===== src/rtl/corefifo_ptr_sync_pkg.sv =====
// Shared constants and helpers for the multi-channel FIFO pointer synchroniser.
// Build option: COREFIFO_PTR_SYNC_GRAY_DECODE_EN selects binary output decoding.
package corefifo_ptr_sync_pkg;

  localparam int MAX_STAGES = 8;
  localparam int MAX_CH     = 8;
  localparam int MIN_STAGES = 2;
  localparam int GRAY_MAX_W = 32;

  function automatic int clog2(input int value);
    int result;
    result = 0;
    while ((1 << result) < value) result++;
    return result;
  endfunction

  // Upper bits are zero for narrower pointers, so they decode to zero as well.
  function automatic logic [GRAY_MAX_W-1:0] gray2bin(input logic [GRAY_MAX_W-1:0] gray);
    logic [GRAY_MAX_W-1:0] bin;
    bin[GRAY_MAX_W-1] = gray[GRAY_MAX_W-1];
    for (int i = GRAY_MAX_W - 2; i >= 0; i--) begin
      bin[i] = bin[i+1] ^ gray[i];
    end
    return bin;
  endfunction

endpackage


===== src/rtl/corefifo_ptr_sync_ch.sv =====
// One pointer channel: flop chain into clk, stability qualifier and accept register.
// Build option: COREFIFO_PTR_SYNC_GRAY_DECODE_EN makes sync_out carry the binary pointer.
module corefifo_ptr_sync_ch
  import corefifo_ptr_sync_pkg::*;
#(
  parameter int NUM_STAGES    = 2,
  parameter int WIDTH         = 4,
  parameter int STABLE_CYCLES = 1
) (
  input  logic             clk,
  input  logic             srst,
  input  logic [WIDTH-1:0] inp,
  output logic [WIDTH-1:0] sync_out,
  output logic             sync_valid,
  output logic             sync_stable
);

  localparam int CNT_W = (STABLE_CYCLES == 0) ? 1 : clog2(STABLE_CYCLES + 1);
  localparam logic [CNT_W-1:0] CNT_MAX = CNT_W'(STABLE_CYCLES);

  logic [WIDTH-1:0] stage [NUM_STAGES];
  logic [WIDTH-1:0] fin;
  logic [WIDTH-1:0] fin_out;
  logic [WIDTH-1:0] last_q;
  logic [WIDTH-1:0] acc_gray;
  logic [CNT_W-1:0] cnt;
  logic             qualified;
  logic             accept;

  assign fin = stage[NUM_STAGES-1];

  // A stale saturated count must not qualify a value that only just arrived.
  assign qualified = (STABLE_CYCLES == 0) || ((cnt == CNT_MAX) && (fin == last_q));
  assign accept    = qualified && (fin != acc_gray);

`ifdef COREFIFO_PTR_SYNC_GRAY_DECODE_EN
  assign fin_out = WIDTH'(gray2bin(GRAY_MAX_W'(fin)));
`else
  assign fin_out = fin;
`endif

  always_ff @(posedge clk) begin
    if (srst) begin
      for (int i = 0; i < NUM_STAGES; i++) begin
        stage[i] <= '0;
      end
      last_q      <= '0;
      cnt         <= '0;
      acc_gray    <= '0;
      sync_out    <= '0;
      sync_valid  <= 1'b0;
      sync_stable <= 1'b0;
    end else begin
      stage[0] <= inp;
      for (int i = 1; i < NUM_STAGES; i++) begin
        stage[i] <= stage[i-1];
      end
      last_q <= fin;
      if (fin != last_q) begin
        cnt <= '0;
      end else if (cnt != CNT_MAX) begin
        cnt <= cnt + CNT_W'(1);
      end
      sync_valid  <= accept;
      sync_stable <= qualified && ((fin == acc_gray) || accept);
      if (accept) begin
        acc_gray <= fin;
        sync_out <= fin_out;
      end
    end
  end

endmodule


===== src/rtl/corefifo_ptr_sync_multi.sv =====
// NUM_CH independent gray pointer synchronisers with stability qualification.
// Build option: COREFIFO_PTR_SYNC_GRAY_DECODE_EN decodes sync_out to binary.
module corefifo_ptr_sync_multi
  import corefifo_ptr_sync_pkg::*;
#(
  parameter int NUM_STAGES    = 2,
  parameter int ADDRWIDTH     = 3,
  parameter int NUM_CH        = 1,
  parameter int STABLE_CYCLES = 1
) (
  input  logic                            clk,
  input  logic                            srst,
  input  logic [NUM_CH*(ADDRWIDTH+1)-1:0] inp,
  output logic [NUM_CH*(ADDRWIDTH+1)-1:0] sync_out,
  output logic [NUM_CH-1:0]               sync_valid,
  output logic [NUM_CH-1:0]               sync_stable
);

  localparam int W = ADDRWIDTH + 1;

  // Out-of-range depths are pulled into the supported window rather than breaking the chain.
  localparam int STAGES = (NUM_STAGES < MIN_STAGES) ? MIN_STAGES :
                          (NUM_STAGES > MAX_STAGES) ? MAX_STAGES : NUM_STAGES;

  for (genvar c = 0; c < NUM_CH; c++) begin : g_ch
    corefifo_ptr_sync_ch #(
      .NUM_STAGES   (STAGES),
      .WIDTH        (W),
      .STABLE_CYCLES(STABLE_CYCLES)
    ) u_ch (
      .clk        (clk),
      .srst       (srst),
      .inp        (inp[c*W +: W]),
      .sync_out   (sync_out[c*W +: W]),
      .sync_valid (sync_valid[c]),
      .sync_stable(sync_stable[c])
    );
  end

endmodule


===== config.mk =====
export PLATFORM = sky130hd
export DESIGN_NAME = corefifo_ptr_sync_multi
export DESIGN_NICKNAME = d
export VERILOG_FILES = /design/src/rtl/corefifo_ptr_sync_pkg.sv /design/src/rtl/corefifo_ptr_sync_ch.sv /design/src/rtl/corefifo_ptr_sync_multi.sv
export SDC_FILE = /design/constraint.sdc
export NUM_CORES = 1
export LEC_CHECK = 0
export BUFFER_PORTS_ARGS = -buffer_cell sky130_fd_sc_hd__buf_4
export CAP_MARGIN = 20
export CORE_AREA = 2 2 39 41
export CTS_CLUSTER_SIZE = 8
export DETAILED_ROUTE_END_ITERATION = 10
export DIE_AREA = 0 0 41 43
export PLACE_DENSITY = 0.71
export REMOVE_ABC_BUFFERS = 1
export SYNTH_ARGS = -nofsm -noshare
export SYNTH_HDL_FRONTEND = slang
export SYNTH_SLANG_ARGS = --single-unit

===== constraint.sdc =====
create_clock -name clk -period 1.72 [get_ports clk]
set_input_delay 0.258 -clock clk [delete_from_list [all_inputs] [get_ports clk]]
set_output_delay 0.258 -clock clk [all_outputs]
set_load 0.005 [all_outputs]

### Word-level counts from Yosys, hierarchy flattened

Memories as Yosys holds them, arrays and structs flattened.
Cells that the tools add are included.

* flip-flop bits (word level): 11
* output and inout port bits: 6
* bits in latches: 0
* memories kept: 1
* ROM bits: 0
* memory bits (writable): 8

* divide/modulo/power cells: 0
* multiplexer cells: 6
* $lt $le $gt $ge: 0
* eq/ne operators: 4
* reductions and logical operators: 5
* add/sub/neg operators: 1
* bitwise gates (word level): 2
* $mul: 0
* shift operators: 0

Memory list
* g_ch[0].u_ch.stage: words 2, bits a word 4, read ports 2, clocked after Yosys merged registers in 0, wr ports 2, RTL line corefifo_ptr_sync_ch.sv:21 `logic [WIDTH-1:0] stage [NUM_STAGES];`

Operator list (number)
* 4-bit equality test: 2
* 4-bit two-way mux: 2
* 4-bit != test: 2
* 1-bit two-way mux: 4
* 1-bit logical AND: 3
* 1-bit bitwise OR: 2
* 2-bit OR reduction: 1
* 1-bit adder (second input constant): 1
* 1-bit logical OR: 1

### Longest topological paths before layout

* depth in word-level cells: 5
* depth in mapped cells: 4

### Worst setup path after synthesis

Ideal clock, no wire load.

* kind: register to register
* start point: memory g_ch[0].u_ch.stage[1][1] (netlist: g_ch[0].u_ch.stage[0][5])
* end point: register g_ch[0].u_ch.sync_out[0]
* library setup time: 0.121 ns
* required time: 1.599 ns
* stages on the path, launching flop included: 5
* arrival time: 1.167 ns
* buffers on the path: 0
* slack: 0.432 ns
* cell sequence: dfxtp_1 xor2_1 nor4_2 nand2_1 mux2_2

RTL lines
* from (decl): RTL line corefifo_ptr_sync_ch.sv:21
* to (signal assigned): RTL line corefifo_ptr_sync_ch.sv:68 `sync_out <= fin_out;`
* to (decl): RTL line corefifo_ptr_sync_ch.sv:13 `output logic [WIDTH-1:0] sync_out,`

==> summary.md <==
| Metric | Value |
|---|---|
| Outcome | `finished clean` |
| Post-CTS Repair Setup Buffers | `0` |
| Hold_sp | `inp[0]` |
| Clock root buffer | `clkbuf_4` |
| Largest cells by area after synthesis | `dfxtp_1 59%, nor2b_1 17%, mux2_2 7.0%` |
| Worst EP required | `1.91 ns` |
| RSZ-0062 raised after global routing | `false` |
| Total die area | `0.00176 mm²` |
| Global-route wire length before repair | `about 1500 µm` |
| Commonest cells after routing, fill and taps aside | `19 x dfxtp_1, 17 x nor2b_1, 11 x buf_4` |
| Buffer depth of the longest clock path | `2` |
| Startpoint types | `register` |
| Final net count | `75` |
| Routed Antenna Nets | `0` |
| Initial Util | `46.3%` |
| Leakage | `roughly 0.34 nW` |
| Syn avg cell area | `roughly 12 µm²` |
| Hold EP | `g_ch[0].u_ch.stage[0][0]` |
| ANT cells | `0` |
| Hold_buf cts | `0` |
| CTS tree | `done` |
| Iteration-0 DRC Markers | `1` |
| Final setup skew | `between 0.004 and 0.005 ns` |
| Dpl hpwl | `roughly 600 µm` |
| Hold depth | `2` |
| Worst R2R Start | `g_ch[0].u_ch.stage[0][5]` |
| Wirelength per Cell | `about 10 µm` |
| FMAX | `between 700 and 800 MHz` |
| CP max FO | `4` |
| VDD IR-drop max | `0.535 mV` |
| Area growth syn-to-layout | `19.7%` |
| FF+latch count, synth | `19` |
| H-tree levels | `1` |
| Min Tclk post-route | `~1.4 ns` |
| Vias | `375` |
| Total core area | `roughly 0.0014 mm²` |
| 1st-pass router iterations | `2` |
| Synth Cell Area | `641 µm²` |
| Gr ovfl total | `0` |
| Area share of the largest cell type after synthesis | `59.4%` |
| Max Cap Viol | `0` |
| Max-slew violation count | `0` |
| Largest net degree at the start of global routing | `18` |
| Initial antenna violation count | `0` |
| DRC viols | `0` |
| Post-CTS Resized | `0` |
| Fillers | `130` |
| Worst setup margin | `around 0.36 ns` |
| CTS clk-pin slew, worst paths | `roughly 0.10 ns` |
| Crit share post-route | `approximately 79%` |
| Chip Height | `roughly 43 µm` |
| Commonest non-fill, non-tap cell in the layout | `dfxtp_1` |
| Critical path arrival | `around 1.6 ns` |
| Final Hold Vio Count | `0` |
| Hold WS | `around 0.17 ns` |
| Drt via density | `around 4.5` |
| CTS buffer count | `3` |
| Final WL | `around 860 µm` |
| FF-to-FF path depth | `4` |
| Clock sink count | `19` |
| # setup viols final | `0` |
| GRT Overall Usage | `between 10% and 20%` |
| Top Ports | `12` |
| R2R Setup Slk | `around 0.36 ns` |
| Critical path type | `register to register` |
| Worst hold-check path type | `input port to register` |
| Slew HR | `between 80% and 90%` |
| Vias in the first global route | `~360` |
| Layout cells sized above 1 | `29.4%` |
| Synth Instances | `54` |
| Setup WS pre-CTS | `about 0.37 ns` |
| Chip Width | `41 µm` |
| Pwr dens | `roughly 960 mW/mm²` |
| Clock Latency Late Sink | `roughly 0.29 ns` |
| CP Capture Type | `register` |
| Netlist cell types | `11` |
| Port buffer count | `11` |
| Worst-Margin Slew | `approximately 0.22 ns` |
| Yosys top cell by area | `dfxtp_1` |
| Syn. warnings | `0` |
| RD Place Congestion | `0.664` |
| Seq/Total Area, Yosys | `59.4%` |
| Critical R2R Capture | `g_ch[0].u_ch.sync_out[0]` |
| # rows | `14` |
| Setup TNS | `0 ns` |
[cell families after synthesis]
logic type | after synthesis | synth area share (%)
DFF | 19 | 59.4
muxes | 4 | 7.03
and+or+nand+nor | 22 | 22.1
xor gates and xnor gates | 8 | 10.9
buffers and inverters | 1 | 0.585
[cells in the mapped netlist (all sizes together)]
cell type	count
and2	1
nor4	1
nand4	1
mux2	4
and3	1
xor2	4
nor2b	17
nand2	1
clkbuf	1
dfxtp	19
xnor2	4
[worst max-delay path, cell delays in order, from the launching register on]
cell and delay [ns]:
dfxtp_1 0.35, xor2_1 0.17, nor4_2 0.28, nand2_1 0.16, mux2_2 0.30
[stage by stage]
| step | instance area [µm²] | utilization, % | total power, mW | cells |
|---|---|---|---|---|
| 4_1_cts | 767 | 55.4 | 0.747 | 84 |
| 6_report | 767 | 55.4 | 0.736 | 84 |
| 5_1_grt | 767 | 55.4 | 0.771 | 84 |
| 2_1_floorplan | 637 | - | 0.506 | 53 |
| 3_5_place_dp | 739 | 53.4 | 0.530 | 80 |
| 3_3_place_gp | 739 | 53.4 | 0.529 | 80 |
[how the worst max path moves through the flow]
| stage | startpoint | depth (start not counted) | end |
|---|---|---|---|
| after global routing | g_ch[0].u_ch.stage[0][5] | 4 | g_ch[0].u_ch.sync_out[0] |
| after floorplan | g_ch[0].u_ch.stage[0][5] | 4 | g_ch[0].u_ch.sync_out[0] |
| after detailed placement | g_ch[0].u_ch.stage[0][4] | 4 | g_ch[0].u_ch.sync_out[1] |
| after global placement | g_ch[0].u_ch.stage[0][5] | 4 | g_ch[0].u_ch.sync_out[0] |
| after CTS | g_ch[0].u_ch.stage[0][5] | 4 | g_ch[0].u_ch.sync_out[0] |
| final | g_ch[0].u_ch.stage[0][5] | 4 | g_ch[0].u_ch.sync_out[0] |
[layout make-up]
type | count | area [µm²] | share of cell area [%]
Clock buffer | 3 | 22.5 | 2.94
Multi-Input combinational cell | 34 | 256 | 33.4
Clock inverter | 1 | 5.00 | 0.653
Tap cell | 16 | 20.0 | 2.61
Sequential cell | 19 | 380 | 49.6
Timing Repair Buffer | 11 | 82.6 | 10.8
[report_power, final]
part           total (mW)  switching (mW)  internal [mW]  leakage [nW]
Clock               0.218           0.131         0.0866        0.0177
Combinational      0.0529          0.0208         0.0321         0.170
Sequential          0.465         0.00856          0.457         0.156
[layer usage]
metal  up-vias  global-route usage (%)  routed length, µm
met5         -                       0                  0
met4         0                    14.0                 33
met3         4                    4.71                 43
li1        202                       -                  -
met2        10                    18.1                390
met1       159                    14.7                394
[registers in the layout (all words and copies together), names as in the netlist]
name,flops
g_ch.u_ch.sync_stable,1
g_ch.u_ch.sync_out,4
g_ch.u_ch.stage,8
g_ch.u_ch.sync_valid,1
g_ch.u_ch.last_q,4
g_ch.u_ch.cnt,1
Note: power is estimated with default switching activity, not from simulation.
